--- config.mk ---
export PLATFORM = sky130hd
export DESIGN_NAME = rr_flush_arbiter
export DESIGN_NICKNAME = d
export VERILOG_FILES = /design/src/rtl/rr_flush_arbiter.sv
export SDC_FILE = /design/constraint.sdc
export NUM_CORES = 1
export LEC_CHECK = 0
export BUFFER_PORTS_ARGS = -buffer_cell sky130_fd_sc_hd__buf_2
export CORE_MARGIN = 5
export CORE_UTILIZATION = 49
export CTS_CLUSTER_DIAMETER = 60
export CTS_CLUSTER_SIZE = 25
export DETAILED_ROUTE_END_ITERATION = 7
export PLACE_DENSITY = 0.78
export SYNTH_ARGS = -nofsm -noshare
export SYNTH_HDL_FRONTEND = slang
export SYNTH_SLANG_ARGS = --single-unit
--- constraint.sdc ---
create_clock -name clk -period 2.8 [get_ports clk]
set_input_delay 0.56 -clock clk [delete_from_list [all_inputs] [get_ports clk]]
set_output_delay 0.56 -clock clk [all_outputs]
set_load 0.02 [all_outputs]
--- src/rtl/rr_flush_arbiter.sv ---
// Two-source round-robin arbiter feeding shared_resource through one registered slot.
// Flushed requests are never granted or stalled, and a flushed held request is dropped.
module rr_flush_arbiter #(
  parameter int ADDR_W = 8,
  parameter int ID_W   = 4,
  parameter int CNT_W  = 8
) (
  input  logic              clk,
  input  logic              reset,
  input  logic [ADDR_W-1:0] in_address_1,
  input  logic [ID_W-1:0]   in_id_1,
  input  logic              in_valid_1,
  input  logic              in_flush_1,
  input  logic [ID_W-1:0]   in_flush_id_1,
  input  logic [ADDR_W-1:0] in_address_2,
  input  logic [ID_W-1:0]   in_id_2,
  input  logic              in_valid_2,
  input  logic              in_flush_2,
  input  logic [ID_W-1:0]   in_flush_id_2,
  input  logic              in_ready,
  output logic              out_stall_1,
  output logic              out_stall_2,
  output logic [ADDR_W-1:0] out_address,
  output logic [ID_W-1:0]   out_id,
  output logic              out_choice,
  output logic              out_valid,
  output logic [CNT_W-1:0]  out_grants_1,
  output logic [CNT_W-1:0]  out_grants_2,
  output logic [CNT_W-1:0]  out_drops
);

  function automatic logic [CNT_W-1:0] sat_inc(input logic [CNT_W-1:0] v);
    return (&v) ? v : v + {{(CNT_W-1){1'b0}}, 1'b1};
  endfunction

  logic              out_valid_q,   out_valid_d;
  logic [ADDR_W-1:0] out_address_q, out_address_d;
  logic [ID_W-1:0]   out_id_q,      out_id_d;
  logic              out_choice_q,  out_choice_d;
  logic              last_q,        last_d;
  logic [CNT_W-1:0]  grants_1_q,    grants_1_d;
  logic [CNT_W-1:0]  grants_2_q,    grants_2_d;
  logic [CNT_W-1:0]  drops_q,       drops_d;

  logic fl_1, fl_2, elig_1, elig_2;
  logic held_flush, xfer, drop, load;
  logic gnt_1, gnt_2;

  // last_q uses the out_choice encoding: 1 means source 2 won last, so source 1 wins the next tie
  always_comb begin
    fl_1   = in_valid_1 && in_flush_1 && (in_flush_id_1 == in_id_1);
    fl_2   = in_valid_2 && in_flush_2 && (in_flush_id_2 == in_id_2);
    elig_1 = in_valid_1 && !fl_1;
    elig_2 = in_valid_2 && !fl_2;
    held_flush = out_choice_q ? (in_flush_2 && (in_flush_id_2 == out_id_q))
                              : (in_flush_1 && (in_flush_id_1 == out_id_q));
    xfer  = out_valid_q && in_ready;
    drop  = out_valid_q && !in_ready && held_flush;
    load  = !out_valid_q || xfer || drop;
    // No grant can be issued while reset is asserted, so a valid head reads as stalled.
    gnt_1 = reset && load && elig_1 && (!elig_2 || last_q);
    gnt_2 = reset && load && elig_2 && (!elig_1 || !last_q);
  end

  always_comb begin
    out_valid_d   = out_valid_q;
    out_address_d = out_address_q;
    out_id_d      = out_id_q;
    out_choice_d  = out_choice_q;
    last_d        = last_q;
    grants_1_d    = grants_1_q;
    grants_2_d    = grants_2_q;
    drops_d       = drops_q;
    if (gnt_1 || gnt_2) begin
      out_valid_d   = 1'b1;
      out_address_d = gnt_2 ? in_address_2 : in_address_1;
      out_id_d      = gnt_2 ? in_id_2 : in_id_1;
      out_choice_d  = gnt_2;
      last_d        = gnt_2;
    end else if (xfer || drop) begin
      out_valid_d = 1'b0;
    end
    if (gnt_1) grants_1_d = sat_inc(grants_1_q);
    if (gnt_2) grants_2_d = sat_inc(grants_2_q);
    if (drop)  drops_d    = sat_inc(drops_q);
  end

  always_ff @(posedge clk or negedge reset) begin
    if (!reset) begin
      out_valid_q   <= 1'b0;
      out_address_q <= '0;
      out_id_q      <= '0;
      out_choice_q  <= 1'b0;
      last_q        <= 1'b1;
      grants_1_q    <= '0;
      grants_2_q    <= '0;
      drops_q       <= '0;
    end else begin
      out_valid_q   <= out_valid_d;
      out_address_q <= out_address_d;
      out_id_q      <= out_id_d;
      out_choice_q  <= out_choice_d;
      last_q        <= last_d;
      grants_1_q    <= grants_1_d;
      grants_2_q    <= grants_2_d;
      drops_q       <= drops_d;
    end
  end

  assign out_stall_1  = elig_1 && !gnt_1;
  assign out_stall_2  = elig_2 && !gnt_2;
  assign out_valid    = out_valid_q;
  assign out_address  = out_address_q;
  assign out_id       = out_id_q;
  assign out_choice   = out_choice_q;
  assign out_grants_1 = grants_1_q;
  assign out_grants_2 = grants_2_q;
  assign out_drops    = drops_q;

endmodule
==> metrics.md <==
| Metric | Value |
|---|---|
| Port bufs | 78 |
| Reg2reg end | out_grants_1[5] |
| Clock Sinks | 39 |
| Mapped Cells | 208 |
| Core Area | 4060 µm² |
| CTS tree | done |
| Inst Count DP | 333 |
| CTS buffer count | 5 |
| Async SR Flop Fraction | 100% |
| Leak | 1.33 nW |
| Max cap viols | 0 |
| Post-Syn Area | 2080 µm² |
| CP required | 2.24 ns |
| Vias per Instance | 5.32 |
| I/O Pins | 79 |
| Commonest non-fill, non-tap cell in the layout | buf_2 |
| Syn-to-layout area delta | 27.7% |
| Worst setup EP type | primary output |
| CP startpoint | out_id[0] |
| GRT busiest layer | met2 |
| Syn Area/Cell | 10.0 µm² |
| Total Power | 2.25 mW |
| Endpoints failing setup | 0 |
| Crit path max fanout | 4 |
| Most frequent cells in the layout | buf_2 (78), dfrtp_1 (37), nand2_1 (31) |
| Die Height | 75.2 µm |
| Total global routing overflow | 0 |
| CP startpoint kind | flip-flop |
| 1st-iter DRT viols | 79 |
| DR vias | 1826 |
| FF+latch count, synth | 39 |
| Fmax | 0.363 GHz |
| Detail Route Antenna Nets | 0 |
| Fin nets | 334 |
| Clock transition at path regs | 0.08 ns |
| Final Critical Period | 2.75 ns |
| GR Util met3 | 3.87% |
| Drt wl/cell | 14.8 µm |
| First-pass GRT wire length | 8180 µm |
| Status | finished, final reports clean |
| Worst-Margin Slew | 0.612 ns |
| Routability cong. | 0.816 |
| Clock buffer depth | 2 |
| Clk_lat worst skew | 0.29 ns |
| Initial Utilization | 51.3% |
| RR Startpoint | out_id[0] |
| DR pass1 iterations | 2 |
| Dpl hpwl | 3870 µm |
| Non-filler cells, final | 343 |
| GR Util met2 | 31.6% |
| CTS root buffer | clkbuf_8 |
| FILL cells | 349 |
| CP Class | reg2out |
| Pin count of the biggest net entering global routing | 42 |
| Horiz. Die Dim | 75.2 µm |
| Initial antenna violation count | 0 |
| Vias in the first global route | 1811 |
| Worst vdd ir | 0.000588 V |
| Share of layout cells above drive strength 1 | 35.2% |
| CP endpoint | out_stall_1 |
| Critical path arrival | 2.19 ns |
| Number of remaining DRC errors | 0 |
| Tightest Hold Check Type | in2async |
| Final Core Density | 65.5% |
| FP Rows | 23 |
| Clk_skew | 0.00634 ns |
| Seq/Total Area, Yosys | 47.0% |
| Cell variety after synth | 38 |
| Cts hold-fix bufs | 0 |
| Wirelength, routed | 5090 µm |
| Htree depth | 2 |
| Ys Warns | 0 |
| Top_reg_cell synth | dfrtp_1 |
| Antenna Cells | 0 |
| Number of synthesized flops with an enable pin | 0 |
| Syn Nets | 250 |
| Worst reg2reg setup slack | 0.42 ns |
| PD cells | 846 nW/µm² |
| Hold Vio Cnt, Final | 0 |
| GRT Util Overall | 18.9% |
| Die Area | 5650 µm² |
| Final Cycle Share | 98.3% |
| Fin. max-slew vios | 0 |
| Normalized max-slew margin | 59.2% |
| GR Util met1 | 24.3% |
| FF-to-FF path depth | 8 |
how the worst min path moves through the flow:
stage | startpoint | to | slack [ns] | depth (start not counted)
after global routing | reset | out_id[2] | 0.40 | 2
after detailed placement | out_drops[5] | out_drops[5] | 0.49 | 1
after CTS | reset | out_id[2] | 0.37 | 2
after global placement | out_grants_1[5] | out_grants_1[5] | 0.48 | 1
final | reset | out_id[2] | 0.34 | 2
after floorplan | reset | out_address[0] | 0.26 | 0
where the power goes:
part / internal [mW] / leakage (nW) / switching [mW]
Combinational: 0.350 / 0.794 / 0.553
Clock: 0.225 / 0.0515 / 0.192
Sequential: 0.743 / 0.487 / 0.184
per-stage QoR:
stage	cell area, µm²	TNS (ns)	setup WS [ns]	hold WS (ns)
finish	2660	0	0.0488	0.337
detailed placement	2530	0	0.142	0.487
CTS	2630	0	0.0436	0.366
global placement	2530	0	0.179	0.477
floorplan	2080	0	0.0642	0.264
global route	2660	-0.00579	-0.00579	0.405
repair_timing:
| action | 4_1_cts | 5_1_grt |
|---|---|---|
| gates resized for setup | 0 | 2 |
| setup endpoints to repair | 0 | 1 |
| buffers inserted | 0 | 2 |
metal layers:
| metal | share of wire, % | vias up |
|---|---|---|
| met4 | 1.9 | 0 |
| li1 | - | 892 |
| met5 | 0 | - |
| met2 | 49 | 52 |
| met1 | 43 | 873 |
| met3 | 7.0 | 9 |
Yosys cell counts (3+ instances only):
cell type | number | share of area, %
ha_1 | 3 | 1.8
nor3_1 | 4 | 0.96
and3_1 | 6 | 1.8
xnor2_1 | 13 | 5.5
nor2_1 | 20 | 3.6
dfrtp_1 | 38 | 46
nor4_1 | 3 | 0.90
clkbuf_1 | 4 | 0.72
nand3_1 | 7 | 1.7
a21oi_1 | 12 | 2.9
nand2_1 | 31 | 5.6
xor2_1 | 22 | 9.3
nand4_1 | 8 | 2.4
a31oi_1 | 9 | 2.7
registers in the layout, summed over array words and instances (netlist names):
| name | cells |
|---|---|
| last_q | 1 |
| out_address | 8 |
| out_choice | 1 |
| out_drops | 8 |
| out_grants_1 | 8 |
| out_grants_2 | 8 |
| out_id | 4 |
| out_valid | 1 |
critical path, cell delays in order (launching register included):
cell and delay [ns]:
dfrtp_2 0.45, xor2_2 0.20, nor3_4 0.25, a221oi_2 0.11
or4b_1 0.55, and3_1 0.20, buf_2 0.15
area by class of cell:
class / count / area (µm²) / area share (%)
well taps: 50 / 62.6 / 2.36
clock buffers: 8 / 100 / 3.77
repair buffers: 84 / 435 / 16.4
flip-flops and latches: 39 / 978 / 36.8
multi-input cells: 161 / 1080 / 40.5
inverters: 1 / 3.75 / 0.141
logic make-up (layout without fill, tap and decap cells):
group	Yosys count	count (layout)	synth area share (%)
flops	39	39	47.0
fa+ha+maj	3	3	1.80
mux	3	3	1.62
simple gates	92	92	24.2
buf+inv	8	93	1.68
compound gates	28	28	9.02
xor+xnor	35	35	14.7
(Power assumes the default switching activity.)
